## src/rtl/video_sync_pkg.sv

```systemverilog
`default_nettype none
// +--------------------------------------------------------------------------+
// | Package     : video_sync_pkg                                             |
// | Description : Shared types and default constants for the video sync      |
// |               shaper: hsync FSM state encoding, default timing values    |
// |               and a small width helper.                                  |
// | Options     : SYNC_IRQ_EN (IRQ_LINES is only used when it is defined)    |
// | Revision    : 1.0 - initial release                                      |
// +--------------------------------------------------------------------------+
package video_sync_pkg;

   // States of the hsync shaping FSM.
   typedef enum logic [1:0] {
      ST_IDLE   = 2'd0,
      ST_DELAY  = 2'd1,
      ST_ACTIVE = 2'd2
   } hs_state_t;

   // Default timing, in character periods (hsync) and lines (vsync).
   localparam int HS_DELAY  = 2;
   localparam int HS_WIDTH  = 4;
   localparam int VS_LINES  = 26;
   // Raster-counter wrap point that raises the interrupt.
   localparam int IRQ_LINES = 52;

   function automatic int max_int(input int a, input int b);
      return (a > b) ? a : b;
   endfunction

endpackage
`default_nettype wire

```

## src/rtl/sync_irq_counter.sv

```systemverilog
`default_nettype none
// +--------------------------------------------------------------------------+
// | Module      : sync_irq_counter                                           |
// | Description : 6-bit raster counter that raises an interrupt request      |
// |               every IRQ_LINES lines, and resynchronises to the frame on  |
// |               the second line end after shaped vsync starts.             |
// | Ports       : clk, rst_n      - clock, async active-low reset            |
// |               i_line_end      - one pulse per shaped hsync end           |
// |               i_vs_start      - one pulse when shaped vsync starts       |
// |               i_irq_ack       - one-cycle interrupt acknowledge          |
// |               o_irq           - registered interrupt request             |
// | Options     : only instantiated when SYNC_IRQ_EN is defined              |
// | Revision    : 1.0 - initial release                                      |
// +--------------------------------------------------------------------------+
module sync_irq_counter
   import video_sync_pkg::*;
(
   input  logic clk,
   input  logic rst_n,
   input  logic i_line_end,
   input  logic i_vs_start,
   input  logic i_irq_ack,
   output logic o_irq
);

   localparam logic [5:0] C_CNT_LAST = 6'(IRQ_LINES - 1);
   localparam logic [5:0] C_CNT_ONE  = 6'd1;

   logic [5:0] r_cnt;
   logic       r_irq;
   logic       r_track;   // a vsync started and its resync point is pending
   logic       r_seen;    // first line end after vsync start already passed

   logic [5:0] w_cnt_nxt;
   logic       w_set;
   logic       w_track_nxt;
   logic       w_seen_nxt;

   always_comb begin
      w_cnt_nxt   = r_cnt;
      w_set       = 1'b0;
      w_track_nxt = r_track;
      w_seen_nxt  = r_seen;
      if (i_vs_start) begin
         w_track_nxt = 1'b1;
         w_seen_nxt  = 1'b0;
      end
      if (i_line_end) begin
         if (r_track && r_seen) begin
            // Resync point: a count of 32 or more means a raster line was due.
            w_set       = r_cnt[5];
            w_cnt_nxt   = '0;
            w_track_nxt = 1'b0;
            w_seen_nxt  = 1'b0;
         end else begin
            if (r_track) begin
               w_seen_nxt = 1'b1;
            end
            if (r_cnt == C_CNT_LAST) begin
               w_cnt_nxt = '0;
               w_set     = 1'b1;
            end else begin
               w_cnt_nxt = r_cnt + C_CNT_ONE;
            end
         end
      end
      if (i_irq_ack) begin
         w_cnt_nxt[5] = 1'b0;
      end
   end

   always_ff @(posedge clk or negedge rst_n) begin
      if (!rst_n) begin
         r_cnt   <= '0;
         r_irq   <= 1'b0;
         r_track <= 1'b0;
         r_seen  <= 1'b0;
      end else begin
         r_cnt   <= w_cnt_nxt;
         // A set event wins over a simultaneous acknowledge.
         r_irq   <= w_set | (r_irq & ~i_irq_ack);
         r_track <= w_track_nxt;
         r_seen  <= w_seen_nxt;
      end
   end

   assign o_irq = r_irq;

endmodule
`default_nettype wire

```

## src/rtl/video_sync_shaper.sv

```systemverilog
`default_nettype none
// +--------------------------------------------------------------------------+
// | Module      : video_sync_shaper                                          |
// | Description : Reshapes raw CRTC HSYNC/VSYNC into fixed-timing active-low |
// |               syncs for a scandoubler and blanks RGB during syncs.       |
// | Ports       : clkvideo, rst_n           - clock, async active-low reset  |
// |               ce_char                   - character-rate clock enable    |
// |               crtc_hsync, crtc_vsync    - raw CRTC syncs, active high    |
// |               ri, gi, bi                - unblanked colour in            |
// |               ro, go, bo                - blanked colour out (registered)|
// |               hsync/vsync/csync_ext_n   - shaped syncs, active low       |
// |               irq, irq_ack              - raster interrupt (option only) |
// | Options     : SYNC_IRQ_EN - adds the raster interrupt counter and the    |
// |               irq/irq_ack ports                                          |
// | Revision    : 1.0 - initial release                                      |
// +--------------------------------------------------------------------------+
module video_sync_shaper
   import video_sync_pkg::*;
#(
   parameter int HS_DELAY = video_sync_pkg::HS_DELAY,
   parameter int HS_WIDTH = video_sync_pkg::HS_WIDTH,
   parameter int VS_LINES = video_sync_pkg::VS_LINES
) (
   input  logic       clkvideo,
   input  logic       rst_n,
   input  logic       ce_char,
   input  logic       crtc_hsync,
   input  logic       crtc_vsync,
   input  logic [2:0] ri,
   input  logic [2:0] gi,
   input  logic [2:0] bi,
   output logic [2:0] ro,
   output logic [2:0] go,
   output logic [2:0] bo,
   output logic       hsync_ext_n,
   output logic       vsync_ext_n,
   output logic       csync_ext_n
`ifdef SYNC_IRQ_EN
   ,
   output logic       irq,
   input  logic       irq_ack
`endif
);

   localparam int C_HCNT_W = $clog2(max_int(HS_DELAY, HS_WIDTH) + 1);
   localparam int C_VCNT_W = $clog2(VS_LINES + 1);

   localparam logic [C_HCNT_W-1:0] C_DELAY_LAST = C_HCNT_W'(HS_DELAY - 1);
   localparam logic [C_HCNT_W-1:0] C_WIDTH_LAST = C_HCNT_W'(HS_WIDTH - 1);
   localparam logic [C_HCNT_W-1:0] C_HCNT_ONE   = C_HCNT_W'(1);
   localparam logic [C_VCNT_W-1:0] C_VS_LAST    = C_VCNT_W'(VS_LINES - 1);
   localparam logic [C_VCNT_W-1:0] C_VCNT_ONE   = C_VCNT_W'(1);

   hs_state_t             r_state;
   logic [C_HCNT_W-1:0]   r_hcnt;
   logic                  r_hs_prev;
   logic                  r_vs_prev;
   logic                  r_vs_armed;
   logic                  r_vs_active;
   logic [C_VCNT_W-1:0]   r_vcnt;

   logic w_hs_rise;
   logic w_hs_fall;
   logic w_vs_rise;
   logic w_hs_active;
   logic w_to_active;
   logic w_to_idle;

   always_comb begin
      w_hs_rise   = crtc_hsync & ~r_hs_prev;
      w_hs_fall   = ~crtc_hsync & r_hs_prev;
      w_vs_rise   = crtc_vsync & ~r_vs_prev;
      w_hs_active = (r_state == ST_ACTIVE);
      // A fall during DELAY takes priority over the terminal count.
      w_to_active = (r_state == ST_DELAY) && !w_hs_fall && ce_char &&
                    (r_hcnt == C_DELAY_LAST);
      w_to_idle   = (r_state == ST_ACTIVE) &&
                    (w_hs_fall || (ce_char && (r_hcnt == C_WIDTH_LAST)));
   end

   // Previous-cycle samples reset high so that a sync already high when
   // reset releases is not mistaken for a fresh rising edge.
   always_ff @(posedge clkvideo or negedge rst_n) begin
      if (!rst_n) begin
         r_hs_prev <= 1'b1;
         r_vs_prev <= 1'b1;
      end else begin
         r_hs_prev <= crtc_hsync;
         r_vs_prev <= crtc_vsync;
      end
   end

   // Hsync shaping FSM with its character counter.
   always_ff @(posedge clkvideo or negedge rst_n) begin
      if (!rst_n) begin
         r_state <= ST_IDLE;
         r_hcnt  <= '0;
      end else begin
         case (r_state)
            ST_IDLE: begin
               if (w_hs_rise) begin
                  r_state <= ST_DELAY;
                  r_hcnt  <= '0;
               end
            end
            ST_DELAY: begin
               if (w_hs_fall) begin
                  r_state <= ST_IDLE;
                  r_hcnt  <= '0;
               end else if (w_to_active) begin
                  r_state <= ST_ACTIVE;
                  r_hcnt  <= '0;
               end else if (ce_char) begin
                  r_hcnt  <= r_hcnt + C_HCNT_ONE;
               end
            end
            ST_ACTIVE: begin
               if (w_to_idle) begin
                  r_state <= ST_IDLE;
                  r_hcnt  <= '0;
               end else if (ce_char) begin
                  r_hcnt  <= r_hcnt + C_HCNT_ONE;
               end
            end
            default: begin
               r_state <= ST_IDLE;
               r_hcnt  <= '0;
            end
         endcase
      end
   end

   // Vsync: armed by a CRTC vsync rise, started at the next hsync start and
   // held for VS_LINES shaped hsync ends. The CRTC vsync fall is ignored.
   always_ff @(posedge clkvideo or negedge rst_n) begin
      if (!rst_n) begin
         r_vs_armed  <= 1'b0;
         r_vs_active <= 1'b0;
         r_vcnt      <= '0;
      end else begin
         if (w_vs_rise && !r_vs_active) begin
            r_vs_armed <= 1'b1;
         end
         if (w_to_active && r_vs_armed) begin
            r_vs_armed  <= 1'b0;
            r_vs_active <= 1'b1;
            r_vcnt      <= '0;
         end else if (w_to_idle && r_vs_active) begin
            if (r_vcnt == C_VS_LAST) begin
               r_vs_active <= 1'b0;
               r_vcnt      <= '0;
            end else begin
               r_vcnt      <= r_vcnt + C_VCNT_ONE;
            end
         end
      end
   end

   // Registered outputs: syncs and blanked colour share one cycle of latency.
   always_ff @(posedge clkvideo or negedge rst_n) begin
      if (!rst_n) begin
         hsync_ext_n <= 1'b1;
         vsync_ext_n <= 1'b1;
         csync_ext_n <= 1'b1;
         ro          <= '0;
         go          <= '0;
         bo          <= '0;
      end else begin
         hsync_ext_n <= ~w_hs_active;
         vsync_ext_n <= ~r_vs_active;
         csync_ext_n <= ~(w_hs_active ^ r_vs_active);
         if (w_hs_active || r_vs_active) begin
            ro <= '0;
            go <= '0;
            bo <= '0;
         end else begin
            ro <= ri;
            go <= gi;
            bo <= bi;
         end
      end
   end

`ifdef SYNC_IRQ_EN
   logic w_vs_start;

   assign w_vs_start = w_to_active & r_vs_armed;

   sync_irq_counter u_irq (
      .clk        (clkvideo),
      .rst_n      (rst_n),
      .i_line_end (w_to_idle),
      .i_vs_start (w_vs_start),
      .i_irq_ack  (irq_ack),
      .o_irq      (irq)
   );
`endif

endmodule
`default_nettype wire
```

## config.mk

```make
export PLATFORM = sky130hd
export DESIGN_NAME = video_sync_shaper
export DESIGN_NICKNAME = d
export VERILOG_FILES = /design/src/rtl/video_sync_pkg.sv /design/src/rtl/sync_irq_counter.sv /design/src/rtl/video_sync_shaper.sv
export SDC_FILE = /design/constraint.sdc
export NUM_CORES = 1
export LEC_CHECK = 0
export ABC_AREA = 1
export BUFFER_PORTS_ARGS = -buffer_cell sky130_fd_sc_hd__buf_4
export CORE_MARGIN = 2
export CORE_UTILIZATION = 50
export DETAILED_ROUTE_END_ITERATION = 10
export PLACE_DENSITY_LB_ADDON = 0.05
export SYNTH_ARGS = -nofsm -noshare
export SYNTH_HDL_FRONTEND = slang
export SYNTH_SLANG_ARGS = --single-unit
```

## constraint.sdc

```tcl
create_clock -name clkvideo -period 1.6 [get_ports clkvideo]
set_clock_uncertainty 0.1 [all_clocks]
set_input_delay 0.48 -clock clkvideo [delete_from_list [all_inputs] [get_ports clkvideo]]
set_output_delay 0.48 -clock clkvideo [all_outputs]
set_load 0.02 [all_outputs]
```

### Word level (Yosys, flattened, before mapping)

Cells that the tools add are included.

* output and inout bits: 12
* bits in registers: 26

* equality and inequality tests: 8
* bitwise logic cells: 10
* $add $sub $neg: 2
* reduce and logical (&&, ||, !) cells: 18
* mux-type cells: 22

Operators with widths (count)
* 2-to-1 mux 3 bit: 8
* 2-to-1 mux 5 bit: 3
* one-hot mux 3 bit (3 select lines): 1
* logical AND 1 bit: 8
* 2-to-1 mux 2 bit: 4
* NOT 1 bit: 6
* one-hot mux 2 bit (3 select lines): 1
* nonzero test 2 bit: 3
* adder 5 x 1 -> 5 bit (second input constant): 1
* == test 5 bit (second input constant): 1
* 2-to-1 mux 1 bit: 5
* adder 3 x 1 -> 3 bit (second input constant): 1
* bitwise AND 1 bit: 3
* == test 3 x 1 -> 1 bit (second input constant): 1
* == test 3 x 2 -> 1 bit (second input constant): 1
* inequality test 3 bit (second input constant): 1
* AND reduction 3 bit: 1
* == test 2 x 1 -> 1 bit (second input constant): 1
* == test 2 bit (second input constant): 1
* logical NOT 1 bit: 2
* logical NOT 2 bit: 1
* logical OR 1 bit: 2
* inequality test 2 x 1 -> 1 bit (second input constant): 1
* inequality test 2 bit (second input constant): 1
* 2 further kinds: 2

### Logic depth before layout (Yosys ltp)

* depth after elaboration: 9
* gate-level depth with buffers: 7
* mapped depth without buffers: 7

### Least setup slack after synthesis

Ideal clock, no wire load.

* kind: register -> register
* from: reg r_hcnt[0]
* to: reg r_hcnt[0]
* path slack: 211 ps
* clock period less this slack: 1389 ps
* setup time: 77 ps
* data arrival time: 1211 ps
* required time: 1423 ps
* cell stages (with the launch flop): 8
* cell sequence: dfrtp_1 ha_1 ha_1 nand2_2 nand3_1 nand2_1 nand2_1 a21oi_1

* longest elaborated chain between the ends: 6
* elaborated cells between the ends (all ways): 12
* those cells by class: add/sub: 1; eq/ne: 2; mux: 5; reduce/logical: 4

RTL lines
* start, declared: RTL line video_sync_shaper.sv:55 `logic [C_HCNT_W-1:0] r_hcnt;`
* start signal, assigned: RTL line video_sync_shaper.sv:114 `r_hcnt <= r_hcnt + C_HCNT_ONE;`
* start signal, assigned: RTL line video_sync_shaper.sv:122 `r_hcnt <= r_hcnt + C_HCNT_ONE;`
* branches (longest 5 deep; another with adder 3 x 1 -> 3 bit)
* one-hot mux 3 bit (3 select lines) *: RTL line video_sync_shaper.sv:99 `case (r_state)`

Mark *: on every way between the ends.
A chain may end at the register's enable or synchronous reset.

### Final worst setup path

* from: reg hsync_ext_n
* to: out hsync_ext_n

RTL lines
* start, declared: RTL line video_sync_shaper.sv:35 `output logic hsync_ext_n,`
* start signal, assigned: RTL line video_sync_shaper.sv:169 `hsync_ext_n <= ~w_hs_active;`

No word-level cell between the ends.

==> impl_metrics.yaml <==
worst_setup_path:
  reg2reg_depth: 7
  cpLargestDelayFamily: "flip-flops"
  crit_fanout: 1
  max_stage_delay_ps: 560
  cp-end-kind: "output port"
  slowest_stage: "dfstp_2"
  ff2ff_setup_slack_ps: 100
  path_buf_inv: 1
  crit_chain: "buf_6"
  cp.depth: 1
  worstPathArrival_ps: 990
  critical_path_class: "register to output port"
  setup.worst_path.start_class: "register"
  crit_required_ps: 1020
finish:
  instances_no_fill: 197
  final_layout_size_suffix_gt1_share_pct: 25.7
  fill_cells: 211
  nets: 191
  syn_to_final_growth_pct: 22.9
  num_antenna_cells: 0
logic_synthesis:
  synth.most_common_cell: "nand2_1"
  netlist_area_um2: 1240
  yosysWarnings: 0
  avgSynthCellArea_um2: 9.04
  synthAdderAreaFrac_pct: 9.09
  synth_area_leaders: "dfrtp_1 (42%), nand2_1 (12%), dfstp_2 (11%), ha_1 (9.1%), inv_1 (6.4%)"
  async_flop_share_pct: 100
  synth-compound-area-share_pct: 5.45
  yosys-top-cells-count: "nand2_1 (38), dfrtp_1 (21), inv_1 (21), nand3_1 (14), ha_1 (9)"
  syn_inst: 137
  syn_nets: 160
  ys_seq_elements: 26
  synth_simple_gate_area_share_pct: 24.3
  synth-main-ff-cell: "dfrtp_1"
  synth-edff-count: 0
  synth_top_family_by_area: "simple AND/OR/NAND/NOR gates"
  synthMuxAreaShare_pct: 0
  synth-seq-area-share_pct: 53.0
  synth_top_area_share_pct: 42.4
  synth.distinct_cells: 20
  yosysTopAreaCell: "dfrtp_1"
  synth-xor-area-share_pct: 0.707
timing:
  drv_slew: 0
  setup_viol_count_final: 0
  min_period_ps: 1570
  fin_crit_sh_pct: 97.9
  finalHoldViolCount: 0
  slew_headroom_pct: 74.3
  clock.fmax_mhz: 639
  worst_slew_pin_slew_ps: 383
floorplanning:
  die_h_um: 53.8
  dieWidth_um: 53.8
  ios: 26
  start_util_pct: 51.4
  die-area_um2: 2890
  num_rows: 18
  core_um2: 2410
status:
  status: "finished clean"
global_routing:
  grt_max_degree: 27
  grt_first_pass_wirelength_um: 3580
  grt_usage_pct: 17.1
  gr-total-overflow: 0
  grt_pass1_vias: 888
  antenna_found_initial: 0
cts:
  cts_tree: "done"
  cts-root-buf: "clkbuf_4"
  cts_num_sinks: 26
  h-tree-depth: 1
  cts_buffers: 3
  cts_buffer_depth: 2
  clk_latency_ps: 310
  clk_pin_slew_worst_paths_ps: 130
drt:
  routedWlPerCell_um: 11.0
  drc_errors: 0
  antenna_left: 0
  wirelength_um: 2160
  dr_total_vias: 948
  drt_iter0_drc: 16
  via_per_inst: 4.81
  drt_pass1_iterations: 4
placed_design:
  portBuffers: 25
  dp_cells: 191
  hpwl_um: 1560
  gp_congestion: 0.759
pwr:
  power_density_nw_per_um2: 1500
  ir_drop_mv: 1.12
  leakage_nw: 0.824
  comb_power_share_pct: 43.6
  p_int_mw: 1.39
  p_switching_mw: 0.885
  switching_share_pct: 38.8
  seq_power_share_pct: 44.2
  clockPowerShare_pct: 12.2
  finalPower_mw: 2.28
hold_path:
  whs_path_depth: 1
  hp-class: "primary input to register"
run:
  drv_cap: 0
## cells by family (layout without fill, tap and decap cells)
kind of cell    after synthesis  after routing
compound gates                9              9
xor+xnor                      1              1
fa+ha+maj                     9              9
buf+inv                      24             54
flops                        26             26
simple gates                 68             68
## state kept, by name, summed over array words and instances (netlist names), 2 cells and up
signal,cells
r_vcnt,5
go,3
r_state,2
ro,3
bo,3
r_hcnt,3
## per-stage QoR
step / cell area (um^2) / util (%) / setup TNS [ps] / hold slack, ps / setup WS (ps)
after floorplan: 1240 / - / 0 / 84.4 / 211
after global placement: 1460 / 60.7 / 0 / 303 / 108
after detailed placement: 1460 / 60.7 / 0 / 307 / 99.0
after CTS: 1500 / 62.2 / 0 / 151 / 16.5
after global routing: 1520 / 63.2 / -9.28 / 131 / -9.28
final: 1520 / 63.2 / 0 / 165 / 34.2
## placed cells by master, fill, tap and decap left out, types with 2 or more instances in the layout
cell type and n:
nand2_1 38, buf_4 24, inv_1 21, dfrtp_1 21, nand3_1 14, ha_1 9, nor2_1 8, a21oi_1 6
dfstp_2 5, nand4_1 3, clkbuf_4 3, buf_6 3, nand2_2 2, nor2_4 2
## what timing repair did
| action | in CTS | in global routing |
|---|---|---|
| hold buffers | 1 | 0 |
| gates resized for setup | 0 | 4 |
| buffers inserted | 0 | 1 |
| setup endpoints to repair | 0 | 10 |
| hold endpoints to repair | 21 | 0 |
## area by class of cell
class                   instances  area [um^2]  share of cell area [%]
multi-input cells              87          495                    32.5
inverters                      22         82.6                    5.42
clock buffers                   4         26.3                    1.73
well taps                      30         37.5                    2.47
flip-flops and latches         26          657                    43.1
repair buffers                 28          224                    14.7
## power by group through the flow
stage | clock (mW) | combinational (mW) | sequential, mW
6_report | 0.277 | 0.994 | 1.01
5_1_grt | 0.325 | 1.13 | 1.02
4_1_cts | 0.298 | 0.968 | 1.00
3_5_place_dp | 0 | 0.959 | 1.01
3_3_place_gp | 0 | 0.951 | 1.00
2_1_floorplan | 0 | 0.506 | 1.13
## per-layer routing
metal | share of wire (%) | GRT usage (%) | vias up | wire (um)
li1 | - | - | 486 | -
met1 | 47 | 21.0 | 426 | 1010
met5 | 0 | 0 | - | 0
met2 | 45 | 27.6 | 30 | 981
met4 | 2.1 | 7.69 | 0 | 46
met3 | 5.5 | 5.00 | 6 | 118
## final timing paths
kind	startpoint	to
hold / removal	crtc_hsync	r_hs_prev$_DFF_PN1_
hold reg to reg	r_vs_active$_DFFE_PN0P_	vsync_ext_n$_DFF_PN1_
setup reg to reg	r_hcnt[0]$_DFFE_PN0P_	r_hcnt[1]$_DFFE_PN0P_
max in group asynchronous	rst_n	hsync_ext_n$_DFF_PN1_
setup / recovery	hsync_ext_n$_DFF_PN1_	hsync_ext_n
min in group asynchronous	rst_n	r_vcnt[3]$_DFFE_PN0P_
No activity file was read; power rests on OpenSTA's default activity.
